$ cat src/rtl/alu_seq_pkg.sv
// Shared encodings for the sequential ALU: FSM states and operation codes.
package alu_seq_pkg;

    typedef enum logic [1:0] {
        S_OFF   = 2'b00,
        S_READY = 2'b01,
        S_RUN   = 2'b10,
        S_ERROR = 2'b11
    } state_e;

    typedef enum logic [2:0] {
        OP_AND   = 3'd0,
        OP_OR    = 3'd1,
        OP_XOR   = 3'd2,
        OP_NOTA  = 3'd3,
        OP_ADD   = 3'd4,
        OP_SUB   = 3'd5,
        OP_MUL   = 3'd6,
        OP_PASSB = 3'd7
    } op_e;

endpackage

$ cat src/rtl/alu_seq_mul.sv
// Shift-add multiplier: one partial-product bit per edge, WIDTH edges after go.
module alu_seq_mul #(
    parameter int WIDTH = 8
) (
    input  logic                 clk,
    input  logic                 rst,
    input  logic                 go,
    input  logic                 abort,
    input  logic [WIDTH-1:0]     a,
    input  logic [WIDTH-1:0]     b,
    output logic                 done,
    output logic [2*WIDTH-1:0]   product
);

    localparam int CNT_W = $clog2(WIDTH + 1);
    localparam logic [CNT_W-1:0] LAST = CNT_W'(WIDTH - 1);

    logic [2*WIDTH-1:0] acc_q, acc_d;
    logic [2*WIDTH-1:0] mcand_q, mcand_d;
    logic [WIDTH-1:0]   mplier_q, mplier_d;
    logic [CNT_W-1:0]   cnt_q, cnt_d;
    logic               running_q, running_d;
    logic [2*WIDTH-1:0] step_sum;

    // The final step's sum is exposed directly so the consumer can capture
    // the full product on the same edge the last bit is folded in.
    assign step_sum = acc_q + (mplier_q[0] ? mcand_q : '0);
    assign done     = running_q && (cnt_q == LAST);
    assign product  = step_sum;

    always_comb begin
        // NOTE: every variable gets a default first so no path infers a latch.
        acc_d     = acc_q;
        mcand_d   = mcand_q;
        mplier_d  = mplier_q;
        cnt_d     = cnt_q;
        running_d = running_q;
        if (abort) begin
            running_d = 1'b0;
            cnt_d     = '0;
        end else if (go) begin
            acc_d     = '0;
            mcand_d   = {{WIDTH{1'b0}}, a};
            mplier_d  = b;
            cnt_d     = '0;
            running_d = 1'b1;
        end else if (running_q) begin
            acc_d    = step_sum;
            mcand_d  = mcand_q << 1;
            mplier_d = mplier_q >> 1;
            cnt_d    = cnt_q + CNT_W'(1);
            if (cnt_q == LAST) begin
                running_d = 1'b0;
                cnt_d     = '0;
            end
        end
    end

    always_ff @(posedge clk) begin
        // NOTE: synchronous reset: rst is just another input sampled on the edge.
        if (rst) begin
            acc_q     <= '0;
            mcand_q   <= '0;
            mplier_q  <= '0;
            cnt_q     <= '0;
            running_q <= 1'b0;
        end else begin
            // NOTE: non-blocking assignments so every flop sees pre-edge values.
            acc_q     <= acc_d;
            mcand_q   <= mcand_d;
            mplier_q  <= mplier_d;
            cnt_q     <= cnt_d;
            running_q <= running_d;
        end
    end

endmodule

$ cat src/rtl/alu_seq.sv
// Sequential ALU with accumulator feedback and an off/ready/run/error FSM.
module alu_seq
    import alu_seq_pkg::*;
#(
    parameter int WIDTH = 8
) (
    input  logic             clk,
    input  logic             rst,
    input  logic             on,
    input  logic             start,
    input  logic [2:0]       op,
    input  logic             load_acc,
    input  logic [WIDTH-1:0] num_a,
    input  logic [WIDTH-1:0] num_b,
    input  logic             clear_err,
    output logic             ready,
    output logic             busy,
    output logic             done,
    output logic [WIDTH-1:0] result,
    output logic             overflow,
    output logic             error,
    output logic [1:0]       state
);

    state_e             state_q, state_d;
    op_e                op_q, op_d;
    logic [WIDTH-1:0]   a_q, a_d, b_q, b_d;
    logic [WIDTH-1:0]   result_q, result_d;
    logic               overflow_q, overflow_d;
    logic               done_q, done_d;

    logic               accept;
    logic [WIDTH-1:0]   opnd_a;
    logic               mul_done;
    logic [2*WIDTH-1:0] mul_product;
    logic [WIDTH:0]     sum_ext;
    logic [WIDTH-1:0]   alu_res;
    logic               alu_ovf;

    assign accept = on && (state_q == S_READY) && start;
    assign opnd_a = load_acc ? num_a : result_q;

    alu_seq_mul #(.WIDTH(WIDTH)) u_mul (
        .clk     (clk),
        .rst     (rst),
        .go      (accept && (op_e'(op) == OP_MUL)),
        .abort   (!on),
        .a       (opnd_a),
        .b       (num_b),
        .done    (mul_done),
        .product (mul_product)
    );

    always_comb begin
        sum_ext = {1'b0, a_q} + {1'b0, b_q};
        alu_res = '0;
        alu_ovf = 1'b0;
        unique case (op_q)
            OP_AND:   alu_res = a_q & b_q;
            OP_OR:    alu_res = a_q | b_q;
            OP_XOR:   alu_res = a_q ^ b_q;
            OP_NOTA:  alu_res = ~a_q;
            OP_ADD: begin
                alu_res = sum_ext[WIDTH-1:0];
                alu_ovf = sum_ext[WIDTH];
            end
            OP_SUB: begin
                alu_res = a_q - b_q;
                alu_ovf = (a_q < b_q);
            end
            OP_MUL: begin
                alu_res = mul_product[WIDTH-1:0];
                alu_ovf = |mul_product[2*WIDTH-1:WIDTH];
            end
            OP_PASSB: alu_res = b_q;
            default:  alu_res = '0;
        endcase
    end

    always_comb begin
        state_d    = state_q;
        op_d       = op_q;
        a_d        = a_q;
        b_d        = b_q;
        result_d   = result_q;
        overflow_d = overflow_q;
        done_d     = 1'b0;
        // Power-down wins over everything but rst and silently abandons a run.
        if (!on) begin
            state_d = S_OFF;
        end else begin
            unique case (state_q)
                S_OFF:   state_d = S_READY;
                S_READY: begin
                    if (start) begin
                        state_d = S_RUN;
                        op_d    = op_e'(op);
                        a_d     = opnd_a;
                        b_d     = num_b;
                    end
                end
                S_RUN: begin
                    if ((op_q != OP_MUL) || mul_done) begin
                        result_d   = alu_res;
                        overflow_d = alu_ovf;
                        done_d     = 1'b1;
                        state_d    = alu_ovf ? S_ERROR : S_READY;
                    end
                end
                S_ERROR: begin
                    if (clear_err) state_d = S_READY;
                end
                default: state_d = S_OFF;
            endcase
        end
    end

    always_ff @(posedge clk) begin
        if (rst) begin
            state_q    <= S_OFF;
            op_q       <= OP_AND;
            a_q        <= '0;
            b_q        <= '0;
            result_q   <= '0;
            overflow_q <= 1'b0;
            done_q     <= 1'b0;
        end else begin
            state_q    <= state_d;
            op_q       <= op_d;
            a_q        <= a_d;
            b_q        <= b_d;
            result_q   <= result_d;
            overflow_q <= overflow_d;
            done_q     <= done_d;
        end
    end

    assign ready    = (state_q == S_READY);
    assign busy     = (state_q == S_RUN);
    assign error    = (state_q == S_ERROR);
    assign done     = done_q;
    assign result   = result_q;
    assign overflow = overflow_q;
    assign state    = state_q;

endmodule

$ cat config.mk
export PLATFORM = sky130hd
export DESIGN_NAME = alu_seq
export DESIGN_NICKNAME = d
export VERILOG_FILES = /design/src/rtl/alu_seq_pkg.sv /design/src/rtl/alu_seq_mul.sv /design/src/rtl/alu_seq.sv
export SDC_FILE = /design/constraint.sdc
export NUM_CORES = 1
export LEC_CHECK = 0
export CORE_UTILIZATION = 40
export CTS_CLUSTER_DIAMETER = 200
export DETAILED_ROUTE_END_ITERATION = 12
export GPL_TIMING_DRIVEN = 0
export PLACE_DENSITY = 0.63
export SLEW_MARGIN = 5
export SYNTH_ARGS = -nofsm -noshare
export SYNTH_HDL_FRONTEND = slang
export SYNTH_HIERARCHICAL = 1
export SYNTH_SLANG_ARGS = --single-unit
$ cat constraint.sdc
create_clock -name clk -period 3.62 [get_ports clk]
set_clock_uncertainty 0.1 [all_clocks]
set_input_delay 0.362 -clock clk [delete_from_list [all_inputs] [get_ports clk]]
set_output_delay 0.362 -clock clk [all_outputs]
set_load 0.01 [all_outputs]
Yosys cells after proc, flatten, opt, wreduce, memory -nomap -nowiden
Cells that the tools add are included.

Flip-flop bits (word level): 76. Bits of input ports: 25.

Add/subtract/negate cells: 4. $lt $le $gt $ge: 1. Equal/unequal tests: 16. Multiplexer cells: 20. Bitwise gates (word level): 6. Reduce and logical (&&, ||, !) cells: 16.

Operators by type and width (number): $mux W16 (5); $pmux W8 S8 (1); $mux W8 (3); $add A16 B16 Y16 (1); $eq A3 B3 Y1 const B (5); $add A8 B8 Y9 (1); $reduce_and A3 Y1 (3); $and A8 B8 Y8 (1); $lt A8 B8 Y1 (1); $mux W2 (4); $not A8 Y8 (1); $or A8 B8 Y8 (1); $pmux W2 S4 (1); $reduce_or A8 Y1 (1); $sub A8 B8 Y8 (1); $xor A8 B8 Y8 (1); $eq A3 B2 Y1 const B (2); $reduce_or A3 Y1 (2); $add A4 B1 Y4 const B (1); $eq A2 B2 Y1 const B (2); $eq A4 B3 Y1 const B (1); $logic_and A1 B1 Y1 (4); $mux W1 (4); $mux W4 (1); 13 further kinds (15).

Depth between registers and ports, before layout
Depth in word-level cells: 7. Gate-level depth with buffers: 14.

Hierarchy
Netlist, hierarchy kept.

Modules (own cells, without submodules): alu_seq (instances 1, cells each 352, area an instance 2766.4 µm², sequential area each 620.6 µm²); alu_seq_mul (instances 1, cells each 314, area an instance 2700.1 µm², sequential area each 900.9 µm²).

Worst setup path before layout
OpenSTA, ideal clock, no wires.

Path type: register to register. From: register u_mul.mplier_q[0]. To: register overflow_q, in the netlist overflow. Setup time: 0.115 ns. Data arrival time: 2.845 ns. Data required time: 3.405 ns. Path slack: 0.560 ns. Stages on the path, launching flop included: 14. Buffers on the path: 0. Cell sequence: dfxtp_1 -> and2_1 -> ha_1 -> fa_1 -> a21o_2 -> a221oi_2 -> nor4_1 -> or4_1 -> and2_2 -> nor4_1 -> nand2_1 -> nand2_1 -> nand4_1 -> o21a_1.

Cells in the longest elaborated chain, start to end: 4.

Ends and longest elaborated chain: start, declared (line alu_seq_mul.sv:20) `logic [WIDTH-1:0] mplier_q, mplier_d;`; start signal, assigned (line alu_seq_mul.sv:71) `mplier_q <= mplier_d;`; $mux W16 (line alu_seq_mul.sv:27) `assign step_sum = acc_q + (mplier_q[0] ? mcand_q : '0);`; $add A16 B16 Y16 (line alu_seq_mul.sv:27); net mul_product[14] (line alu_seq.sv:35) `logic [2*WIDTH-1:0] mul_product;`; $reduce_or A8 Y1 (line alu_seq.sv:73) `alu_ovf = |mul_product[2*WIDTH-1:WIDTH];`; $pmux W1 S3 (line alu_seq.sv:58) `unique case (op_q)`; end signal, assigned (line alu_seq.sv:133) `overflow_q <= overflow_d;`; end, declared (line alu_seq.sv:29) `logic overflow_q, overflow_d;`.

The timed path passes the listed nets, and every way through them passes these cells. A chain may end at the register's enable or synchronous reset.

Worst setup path in the final report
Same ends and word-level chain as after synthesis.

==> metrics.yaml <==
logic_synthesis:
  synth_edf_count: 0
  netlist.area_leader.share_pct: 27.8
  async_flop_share_pct: 0
  synth.area.top_cells: "dfxtp_1 28%, ha_1 10%, nor2_1 4.7%"
  ys_seq_area_share_pct: 27.8
  syn_avg_cell_area_um2: 8.21
  ys_seq_elements: 76
  netlist_area_um2: 5470
  synth_common_cells: "76 x dfxtp_1, 69 x nor2_1, 59 x nand2_1"
  syn-num-nets: 738
  yosysTopAreaCell: "dfxtp_1"
  synth_cells: 666
  ys.flop_type: "dfxtp_1"
  yosysMostFrequentCell: "dfxtp_1"
  yosys_warnings: 6
  yosysUniqueCellTypes: 80
route:
  drc: 0
  dr.pass1.iters: 5
  dr.first_iter.drc_count: 360
  routed_wl_um: 15800
  antenna_left: 0
  via_per_inst: 5.82
  via_count: 5224
  wire_per_inst_um: 17.6
setup_path:
  slowest_stage: "or4_1"
  slowest_delay_ps: 430
  crit_fanout: 8
  cp-end-kind: "flop"
  critPathLaunch: "u_mul/mplier_q[0]"
  timing.rr.start: "u_mul/mplier_q[0]"
  cp.arrival_ps: 3640
  reg2reg_depth: 13
  cp_cell_sequence: "and2_1, ha_1, fa_1, a21o_2, a221oi_4, nor4_1, or4_1, and2_2, nor4_4, nand2_1, nand2_1, nand4_1, o21a_1"
  timing.rr.end: "overflow"
  r2r_setup_slack_ps: 120
  worstSetupPathType: "flop to flop"
  cpMostUsedCell: "nand2_1"
  critPathLaunchType: "flop"
  crit_end: "overflow"
  crit_required_ps: 3760
floorplanning:
  die_h_um: 119
  core_area_um2: 13300
  dieWidth_um: 119
  num_io_pins: 40
  row_count: 42
  die_area_um2: 14100
  start_util_pct: 41.1
cts:
  clock_path_buffers: 2
  clk_pin_slew_worst_paths_ps: 60
  numClockSinks: 76
  cts_buffers: 9
  hold_buffers: 0
  cts_tree: "done"
  clkLatencyLatePin_ps: 340
  root_buffer: "clkbuf_16"
  htreeDepth: 3
status:
  outcome: "finished, final reports clean"
global_route:
  grtUsageMet1_pct: 31.4
  gr-total-overflow: 0
  grt_pass1_vias: 4903
  grt_use_met3_pct: 2.97
  grt_pass1_wl_um: 25200
  antenna_found_initial: 0
  busiest_layer: "met2"
  gr-usage-met2_pct: 35.6
  grt_max_degree: 13
  grtUsageTotal_pct: 22.7
sta:
  fmax_ghz: 0.285
  fin_crit_ps: 3500
  grt_setup_unrepaired: "yes"
  final-setup-viol-count: 0
  setup_slack_ps: 117
  hold_viol_final: 0
  worstMarginPinSlew_ps: 839
  max_slew_margin_pct: 43.8
  setup_tns_ps: 0
  period_share_pct: 96.8
  drv_slew: 0
pwr:
  power_frac_clock_pct: 48.4
  p_comb_share_pct: 9.7
  p_sw_mw: 0.485
  ir_drop_mv: 0.224
  internal-power_mw: 1.55
  power_density_nw_per_um2: 316
  leakagePower_nw: 2.44
  p_seq_share_pct: 41.9
  netSwitchingFraction_pct: 23.8
final_layout:
  area_growth_syn_to_layout_pct: 18.0
  drive_above_1_share_pct: 9.85
  final_cell_area_um2: 6450
  diodes: 0
  final_nets: 788
placement:
  portBuffers: 38
  dp_hpwl_um: 12000
  placed_area_um2: 6070
  dpl_worst_slack_ps: -197
  gp_congestion: 0.916
job:
  cap_violations: 0
worst_hold_path:
  hp-class: "flop to flop"
worst max-delay path, delay by kind of cell (launching register included):
| kind | cells | cell delay [ps] |
|---|---|---|
| compound gates | 3 | 770 |
| simple gates | 8 | 1550 |
| fa+ha+maj | 2 | 620 |
| flops | 1 | 350 |
kinds of logic (layout without fill, tap and decap cells):
family / Yosys count / after routing / synth area share (%)
simple gates: 223 / 223 / 20.1
compound gates: 200 / 200 / 26.1
flops: 76 / 76 / 27.8
buf+inv: 74 / 129 / 6.45
fa+ha+maj: 47 / 47 / 11.2
mux: 33 / 33 / 6.27
xor+xnor: 13 / 13 / 2.08
registers in the layout (all words and copies together) (netlist names), 3 cells and up:
name            count
a_q                 8
b_q                 8
op_q                3
result              8
u_mul/acc_q        16
u_mul/cnt_q         4
u_mul/mcand_q      16
u_mul/mplier_q      8
worst min path at each step:
stage / endpoint / cells after the start / slack [ps] / from
6_report: result[0] / 2 / 360 / result[0]
5_1_grt: result[0] / 2 / 390 / result[0]
4_1_cts: result[0] / 2 / 370 / result[0]
3_5_place_dp: result[0] / 2 / 360 / result[0]
3_3_place_gp: result[5] / 2 / 350 / result[5]
2_1_floorplan: u_mul/acc_q[9] / 2 / 330 / u_mul/acc_q[9]
per-stage QoR:
step	cells	hold WS [ps]	utilization (%)	power, mW
floorplan	666	332	-	0.991
global placement	880	354	45.6	1.06
detailed placement	880	359	45.6	1.07
CTS	896	368	48.2	2.04
global route	897	389	48.5	2.11
finish	897	364	48.5	2.04
layout by cell type, fill, tap and decap left out, types with 6 or more instances in the layout:
cell,instances
a211oi_1,28
a21o_1,8
a21oi_1,44
a22o_1,8
a22oi_1,17
and2_1,20
buf_2,7
buf_4,6
clkbuf_1,19
clkbuf_16,9
clkdlybuf4s50_1,38
dfxtp_1,75
ha_1,44
inv_1,33
mux2_2,10
mux2i_1,23
nand2_1,59
nand3_1,12
nor2_1,69
nor2b_1,7
nor3_1,11
o211ai_1,7
o21a_1,7
o21ai_0,30
xor2_1,8
power by group through the flow:
stage               sequential, mW  clock, mW  combinational (mW)
global placement             0.871          0               0.190
CTS                          0.854      0.996               0.195
detailed placement           0.872          0               0.193
finish                       0.854      0.987               0.198
global route                 0.854       1.04               0.214
floorplan                    0.870          0               0.121
layer usage:
layer	routed length [um]	share of wire, %	up-vias
li1	-	-	2518
met1	7490	47	2495
met2	7020	44	182
met3	907	5.7	29
met4	376	2.4	0
met5	0	0	-
final cells by class:
cell class	instances	area (um^2)
clock inverters	4	72.6
repair buffers	39	388
inverters	35	131
plain buffers	39	229
fillers	1301	6840
clock buffers	12	246
well taps	176	220
flip-flops and latches	76	1520
multi-input cells	516	3640
timing repair:
| action | 4_1_cts | 5_1_grt |
|---|---|---|
| buffers inserted | 0 | 1 |
| endpoints found under the setup margin | 7 | 26 |
| pin swaps | 1 | 1 |
| resized for setup | 6 | 8 |
No activity file was read; power rests on OpenSTA's default activity.
